[config.mk]
export PLATFORM = sky130hd
export DESIGN_NAME = eth_packet_arbiter
export DESIGN_NICKNAME = d
export VERILOG_FILES = /design/src/rtl/eth_packet_arbiter_pkg.sv /design/src/rtl/eth_packet_arbiter_pick.sv /design/src/rtl/eth_packet_arbiter.sv
export SDC_FILE = /design/constraint.sdc
export NUM_CORES = 1
export LEC_CHECK = 0
export ABC_AREA = 0
export ABC_CLOCK_PERIOD_IN_PS = 14700
export BUFFER_PORTS_ARGS = -buffer_cell sky130_fd_sc_hd__clkbuf_2
export CORE_AREA = 2 2 160 162
export CTS_CLUSTER_SIZE = 25
export DETAILED_ROUTE_END_ITERATION = 10
export DIE_AREA = 0 0 162 164
export HOLD_SLACK_MARGIN = 0.06
export SLEW_MARGIN = 20
export SYNTH_ARGS = -nofsm -noshare
export SYNTH_HDL_FRONTEND = slang
export SYNTH_HIERARCHICAL = 1
export SYNTH_SLANG_ARGS = --single-unit
export TNS_END_PERCENT = 30
[constraint.sdc]
create_clock -name clk -period 14.7 [get_ports clk]
set_input_delay 4.41 -clock clk [delete_from_list [all_inputs] [get_ports clk]]
set_output_delay 4.41 -clock clk [all_outputs]
set_load 0.03 [all_outputs]
[src/rtl/eth_packet_arbiter_pkg.sv]
// rtl/eth_packet_arbiter_pkg.sv - shared request levels, FSM encoding and helpers for the packet arbiter
package eth_packet_arbiter_pkg;

    localparam logic [1:0] REQ_NONE = 2'd0;
    localparam logic [1:0] REQ_LOW  = 2'd1;
    localparam logic [1:0] REQ_MID  = 2'd2;
    localparam logic [1:0] REQ_HIGH = 2'd3;

    localparam int DEF_DATA_WIDTH  = 64;
    localparam int DEF_EMPTY_WIDTH = 3;

    typedef enum logic {
        ARB_IDLE  = 1'b0,
        ARB_OWNED = 1'b1
    } arb_state_t;

    function automatic logic [15:0] sat_inc16(input logic [15:0] v);
        return (v == 16'hFFFF) ? v : v + 16'd1;
    endfunction

endpackage

[src/rtl/eth_packet_arbiter_pick.sv]
// rtl/eth_packet_arbiter_pick.sv - combinational level-then-round-robin winner picker
module pkt_arb_pick
    import eth_packet_arbiter_pkg::*;
#(
    parameter int NUM_PORTS = 4,
    parameter int PTR_W     = 2
) (
    input  logic [2*NUM_PORTS-1:0] req_i,
    input  logic [NUM_PORTS-1:0]   mask_i,
    input  logic [PTR_W-1:0]       rr_ptr_i,
    output logic [PTR_W-1:0]       winner_o,
    output logic                   any_valid_o
);

    logic [1:0] best_lvl;
    logic [1:0] lvl;
    int         idx;

    // Walking in rotated order and only replacing on a strictly higher level
    // leaves the first port at or after rr_ptr among the highest-level requesters.
    always_comb begin
        best_lvl    = REQ_NONE;
        lvl         = REQ_NONE;
        idx         = 0;
        winner_o    = '0;
        any_valid_o = 1'b0;
        for (int off = 0; off < NUM_PORTS; off++) begin
            idx = int'(rr_ptr_i) + off;
            if (idx >= NUM_PORTS) begin
                idx = idx - NUM_PORTS;
            end
            lvl = req_i[idx*2 +: 2];
            if (!mask_i[idx] && (lvl > best_lvl)) begin
                best_lvl    = lvl;
                winner_o    = PTR_W'(idx);
                any_valid_o = 1'b1;
            end
        end
    end

endmodule

[src/rtl/eth_packet_arbiter.sv]
// rtl/eth_packet_arbiter.sv - grants packet sources by level/round-robin and merges their beats onto one stream
module eth_packet_arbiter
    import eth_packet_arbiter_pkg::*;
#(
    parameter int NUM_PORTS     = 4,
    parameter int DATA_WIDTH    = DEF_DATA_WIDTH,
    parameter int EMPTY_WIDTH   = DEF_EMPTY_WIDTH,
    parameter int GRANT_TIMEOUT = 64
) (
    input  logic                             clk,
    input  logic                             rst_n,
    input  logic [2*NUM_PORTS-1:0]           in_request,
    output logic [NUM_PORTS-1:0]             in_grant,
    input  logic [NUM_PORTS-1:0]             in_packet_eop,
    output logic [NUM_PORTS-1:0]             in_ready,
    input  logic [NUM_PORTS-1:0]             in_valid,
    input  logic [NUM_PORTS-1:0]             in_sop,
    input  logic [NUM_PORTS-1:0]             in_eop,
    input  logic [NUM_PORTS-1:0]             in_error,
    input  logic [DATA_WIDTH*NUM_PORTS-1:0]  in_data,
    input  logic [EMPTY_WIDTH*NUM_PORTS-1:0] in_empty,
    input  logic                             out_ready,
    output logic                             out_valid,
    output logic                             out_sop,
    output logic                             out_eop,
    output logic                             out_error,
    output logic [DATA_WIDTH-1:0]            out_data,
    output logic [EMPTY_WIDTH-1:0]           out_empty,
    output logic [15:0]                      collision_cnt,
    output logic [15:0]                      timeout_cnt
);

    localparam int PTR_W = (NUM_PORTS > 1) ? $clog2(NUM_PORTS) : 1;
    localparam int TMO_W = (GRANT_TIMEOUT > 1) ? $clog2(GRANT_TIMEOUT) : 1;

    arb_state_t             state_q;
    logic [NUM_PORTS-1:0]   grant_q;
    logic [PTR_W-1:0]       rr_ptr_q;
    logic [TMO_W-1:0]       tmo_q;
    logic [15:0]            coll_cnt_q;
    logic [15:0]            tmo_cnt_q;

    logic [NUM_PORTS-1:0]   pick_mask;
    logic [PTR_W-1:0]       winner;
    logic                   any_req;
    logic [PTR_W-1:0]       rr_next;
    logic                   owner_eop;
    logic                   tmo_hit;

    // While owned, the current owner is excluded so an eop hands over to someone else.
    assign pick_mask = (state_q == ARB_OWNED) ? grant_q : '0;
    assign owner_eop = |(in_packet_eop & grant_q);
    assign tmo_hit   = (tmo_q == TMO_W'(GRANT_TIMEOUT - 1));
    assign rr_next   = (winner == PTR_W'(NUM_PORTS - 1)) ? '0 : winner + PTR_W'(1);

    pkt_arb_pick #(
        .NUM_PORTS (NUM_PORTS),
        .PTR_W     (PTR_W)
    ) u_pick (
        .req_i       (in_request),
        .mask_i      (pick_mask),
        .rr_ptr_i    (rr_ptr_q),
        .winner_o    (winner),
        .any_valid_o (any_req)
    );

    always_ff @(posedge clk) begin
        if (!rst_n) begin
            state_q   <= ARB_IDLE;
            grant_q   <= '0;
            rr_ptr_q  <= '0;
            tmo_q     <= '0;
            tmo_cnt_q <= '0;
        end else begin
            case (state_q)
                ARB_IDLE: begin
                    if (any_req) begin
                        grant_q  <= NUM_PORTS'(1) << winner;
                        rr_ptr_q <= rr_next;
                        tmo_q    <= '0;
                        state_q  <= ARB_OWNED;
                    end
                end
                ARB_OWNED: begin
                    if (owner_eop) begin
                        if (any_req) begin
                            grant_q  <= NUM_PORTS'(1) << winner;
                            rr_ptr_q <= rr_next;
                            tmo_q    <= '0;
                        end else begin
                            grant_q <= '0;
                            state_q <= ARB_IDLE;
                        end
                    end else if (tmo_hit) begin
                        grant_q   <= '0;
                        tmo_cnt_q <= sat_inc16(tmo_cnt_q);
                        state_q   <= ARB_IDLE;
                    end else begin
                        tmo_q <= tmo_q + TMO_W'(1);
                    end
                end
                default: begin
                    grant_q <= '0;
                    state_q <= ARB_IDLE;
                end
            endcase
        end
    end

    logic                   valid_d, sop_d, eop_d, error_d, coll_d;
    logic [DATA_WIDTH-1:0]  data_d;
    logic [EMPTY_WIDTH-1:0] empty_d;
    logic                   valid_q, sop_q, eop_q, error_q;
    logic [DATA_WIDTH-1:0]  data_q;
    logic [EMPTY_WIDTH-1:0] empty_q;

    // Datapath ignores the grant: lowest valid index wins, extra valids flag a collision.
    always_comb begin
        valid_d = 1'b0;
        sop_d   = 1'b0;
        eop_d   = 1'b0;
        error_d = 1'b0;
        coll_d  = 1'b0;
        data_d  = '0;
        empty_d = '0;
        for (int i = 0; i < NUM_PORTS; i++) begin
            if (in_valid[i]) begin
                if (!valid_d) begin
                    sop_d   = in_sop[i];
                    eop_d   = in_eop[i];
                    error_d = in_error[i];
                    data_d  = in_data[i*DATA_WIDTH +: DATA_WIDTH];
                    empty_d = in_empty[i*EMPTY_WIDTH +: EMPTY_WIDTH];
                end else begin
                    coll_d = 1'b1;
                end
                valid_d = 1'b1;
            end
        end
        if (coll_d) begin
            error_d = 1'b1;
        end
    end

    always_ff @(posedge clk) begin
        if (!rst_n) begin
            valid_q    <= 1'b0;
            sop_q      <= 1'b0;
            eop_q      <= 1'b0;
            error_q    <= 1'b0;
            data_q     <= '0;
            empty_q    <= '0;
            coll_cnt_q <= '0;
        end else begin
            valid_q <= valid_d;
            sop_q   <= sop_d;
            eop_q   <= eop_d;
            error_q <= error_d;
            data_q  <= data_d;
            empty_q <= empty_d;
            if (coll_d) begin
                coll_cnt_q <= sat_inc16(coll_cnt_q);
            end
        end
    end

    assign in_grant      = grant_q;
    assign in_ready      = {NUM_PORTS{out_ready}};
    assign out_valid     = valid_q;
    assign out_sop       = sop_q;
    assign out_eop       = eop_q;
    assign out_error     = error_q;
    assign out_data      = data_q;
    assign out_empty     = empty_q;
    assign collision_cnt = coll_cnt_q;
    assign timeout_cnt   = tmo_cnt_q;

endmodule

* After elaboration in Yosys (flattened, before gate mapping)
Index checks and enable logic that the tools add are counted.
** Word-level totals
- Register bits :: 116
- Output and inout bits :: 111
** Operators by class
- Multiplexer cells :: 91
- Eq/ne operators :: 8
- Shift operators :: 5
- Reduce and logical (&&, ||, !) cells :: 12
- Add/sub/neg operators :: 11
- Bitwise logic cells :: 5
- $lt $le $gt $ge :: 12
** Operators by type and width (number)
- two-way mux 64 bit :: 7
- less-than comparator 32 x 4 -> 1 bit, second input constant :: 4
- two-way mux 32 bit :: 4
- variable part select 8 x 32 -> 2 bit :: 4
- >= comparator 32 x 4 -> 1 bit, second input constant :: 3
- subtractor 32 x 4 -> 32 bit, second input constant :: 3
- two-way mux 1 bit :: 47
- adder 16 x 1 -> 16 bit, second input constant :: 2
- == test 16 bit, second input constant :: 2
- two-way mux 3 bit :: 7
- two-way mux 2 bit :: 10
- two-way mux 4 bit :: 5
- two-way mux 6 bit :: 3
- one-hot mux 6 bit (2 select lines) :: 1
- binary-select mux 1 bit (select 2 bit) :: 4
- one-hot mux 4 bit (2 select lines) :: 1
- adder 2 x 2 -> 3 bit, second input constant :: 2
- adder 6 x 1 -> 6 bit, second input constant :: 1
- == test 6 bit, second input constant :: 1
- greater-than comparator 2 bit :: 3
- AND 4 bit :: 1
- logical AND 1 bit :: 4
- logical NOT 1 bit :: 4
- NOT 1 bit :: 4
- other kinds (16) :: 17

* Logic depth before layout (Yosys ltp)
- Depth in word-level cells :: 22
- Mapped depth :: 26

* Cells and area by module
The synthesis kept the hierarchy.
** By module, submodules not included
- eth_packet_arbiter :: seq. area each 2322.2 µm², area an instance 6099.6 µm², times used 1, cells an instance 749
- pkt_arb_pick :: seq. area each 0.0 µm², area an instance 773.2 µm², times used 1, cells an instance 75

* Worst setup path after synthesis
No wires, ideal clock.
- Kind :: input -> output
- From :: input out_ready
- To :: output in_ready[0]
- Setup slack :: 5735 ps
- Stages on the path :: 1
- Data required time :: 10290 ps
- Arrival :: 4555 ps
- Cells stage by stage :: buf_4
** RTL lines
- start, declared :: line eth_packet_arbiter.sv:22 : input logic out_ready,
- end, declared :: line eth_packet_arbiter.sv:15 : output logic [NUM_PORTS-1:0] in_ready,
No word-level cell between the ends.

* Worst setup path after layout
- From :: input out_ready
- To :: output in_ready[2]
No word-level cell between the ends.

==> metrics.md <==
| Metric | Value |
|---|---|
| Outcome | finished, final reports clean |
| Fin nets | 1503 |
| Dpl hpwl | 22.14 mm |
| Final period util | 0.6001 |
| Fmax | 0.1134 GHz |
| Highest net fanout along the worst path | 4 |
| Slew headroom | 0.4349 |
| RSZ-0062 raised after global routing | no |
| CTS root buffer | clkbuf_16 |
| Residual DRC count | 0 |
| Multi-input gate area | 0.004153 mm² |
| Number of global-route vias before repair | 7264 |
| Pre-antenna DRT Iters | 5 |
| Total gr overflow | 0 |
| Top-count cell post-synth | nand2_1 |
| Type of the most critical hold path | flip-flop to flip-flop |
| Synth top area share | 0.3379 |
| Die Y | 164 µm |
| Required time worst endpoint | 10.29 ns |
| Gate count of the mapped netlist | 824 |
| Synthesized cell area | 0.006873 mm² |
| Synth area leader | dfxtp_1 |
| Synth cell types | 70 |
| CTS resizes | 0 |
| Drt wl/cell | 18.52 µm |
| Max rail drop VDD | 0.00008007 V |
| Num CTS Buffers | 17 |
| Final hold violations | 0 |
| EDFF count, synth | 0 |
| Top cells by count, synth | nand2_1 (167), dfxtp_1 (116), a31oi_1 (70), or2_2 (66), a22oi_1 (65) |
| CP startpoint kind | input pin |
| Total number of yosys warnings | 6 |
| Hold bufs inserted after CTS | 0 |
| Die ar. | 0.02657 mm² |
| Routability congestion estimate | 0.9208 |
| Total Routing Usage GR | 0.2055 |
| Core area | 0.02482 mm² |
| Filler instances | 2654 |
| Worst-path clk slew | 0.06 ns |
| Pre-CTS setup slack | 5.599 ns |
| Number of H-tree levels | 4 |
| IO Pins | 410 |
| Worst-Margin Slew | 0.8440 ns |
| Average cell area after synthesis | 8.341 µm² |
| Final-report max-slew violation count | 0 |
| Routed Antenna Nets | 0 |
| P&R area growth vs syn | 40.32% |
| Initial Util | 0.2769 |
| # setup viols final | 0 |
| Clock Path Buffers | 2 |
| Die Wd | 162 µm |
| Ys async rst share | 0 |
| WS Path Type | input pin to primary output |
| Synth Flop Type | dfxtp_1 |
| Setup slack after layout | 5.879 ns |
| Max Cap Viol | 0 |
| Ranking of synthesized cells by area | dfxtp_1 (34%), nand2_1 (9.1%), a22oi_1 (7.1%) |
| Setup TNS Final | 0 ns |
| Power per Cell Area | 133.7 mW/mm² |
| Initial antenna violation count | 6 |
| Worst setup EP type | primary output |
| FF/Latch Area | 0.002322 mm² |
| Synthesized Nets | 1141 |
| Vias | 7761 |
| Layout Skew | 0.005100 ns |
| Port Buffers | 404 |
| Tmin final | 8.821 ns |
| Sequential area share after synthesis | 0.3379 |
| First-pass GRT wire length | 41.63 mm |
| Drt first-iter violations | 448 |
| #FFs+latches synth | 116 |
| Clock Latency Late Sink | 0.41 ns |
| Setup Buffers After CTS | 0 |
| CTS sink cnt | 116 |
| CTS tree | yes |
| Detailed Route WL | 28.43 mm |
| Vias/cell | 5.056 |
| LEAKAGE | 4.328 nW |
| Layout cell share with drive strength beyond 1 | 0.4495 |
| Row count | 58 |
| Critical Path AT | 4.41 ns |
| Largest net degree at the start of global routing | 88 |
## sequential cells by signal (all words and copies together) (netlist names)
signal         cells
out_sop            1
out_empty          3
out_valid          1
tmo_q              6
rr_ptr_q           2
out_eop            1
out_error          1
state_q            1
collision_cnt     16
timeout_cnt       16
in_grant           4
out_data          64
## report_power, final
| group | switching [W] | internal [W] |
|---|---|---|
| clock | 0.000168 | 0.000256 |
| combinational | 0.000285 | 0.000226 |
| sequential | 0.0000179 | 0.000337 |
| total | 0.000471 | 0.000819 |
## layer usage
metal	part of all wire	global-route usage	vias to the layer above
li1	-	-	3778
met1	0.42	0.2620	3646
met2	0.46	0.3182	288
met3	0.085	0.06869	47
met4	0.034	0.08648	2
met5	0.00042	0	-
## layout make-up
type	instances	share of cell area
Inverter	21	0.008303
Clock buffer	18	0.04554
Timing Repair Buffer	410	0.2146
Antenna cell	6	0.001557
Tap cell	330	0.04281
Sequential cell	116	0.2408
Clock inverter	14	0.01583
Multi-Input combinational cell	620	0.4306
## through the flow
step	instances	util	area, µm²	hold slack [ns]	power (W)
after global placement	1497	0.3638	9029	0.4830	0.0008601
final	1535	0.3886	9644	0.5024	0.001290
after detailed placement	1497	0.3638	9029	0.4964	0.0008676
after floorplan	824	-	6873	0.4776	0.0007433
after CTS	1529	0.3876	9620	0.5037	0.001298
after global routing	1531	0.3882	9634	0.5236	0.001374
## worst paths after layout
kind | end | depth (start not counted) | start | slack, ns
max | in_ready[2] | 0 | out_ready | 5.88
min | timeout_cnt[7]$_SDFFE_PN0P_ | 2 | timeout_cnt[7]$_SDFFE_PN0P_ | 0.50
max reg2reg | rr_ptr_q[0]$_SDFFE_PN0P_ | 20 | rr_ptr_q[1]$_SDFFE_PN0P_ | 8.65
min reg2reg | timeout_cnt[7]$_SDFFE_PN0P_ | 2 | timeout_cnt[7]$_SDFFE_PN0P_ | 0.50
## cells by family after synthesis
family          count (synthesis)  synth area share
compound gates                235            0.2474
simple gates                  339            0.2592
buf+inv                        88           0.06044
xor+xnor                        1          0.001275
mux                            26           0.05935
flops                         116            0.3379
fa+ha+maj                      19           0.03441
## layout by cell type (no fill, tap or decap), types with 3 or more instances in the layout
cell type,n
a32o_1,4
buf_4,7
a31oi_1,70
and4_1,6
a22o_1,3
mux2_2,3
or3_1,6
clkinv_4,5
and3_1,4
nand2_1,167
o21ai_0,10
clkbuf_16,17
dfxtp_1,116
a21oi_1,32
nor4_1,6
and2_1,6
nand3_1,14
diode_2,6
inv_1,20
ha_1,18
a22oi_1,65
mux4_2,5
inv_6,3
nand4_1,8
nor3_1,4
clkinv_2,4
clkbuf_2,403
nand2b_1,14
mux4_1,5
mux2i_1,13
or2_2,66
or4_1,20
o31ai_1,19
nor2_1,4
o21a_1,4
Note: power is estimated with default switching activity, not from simulation.
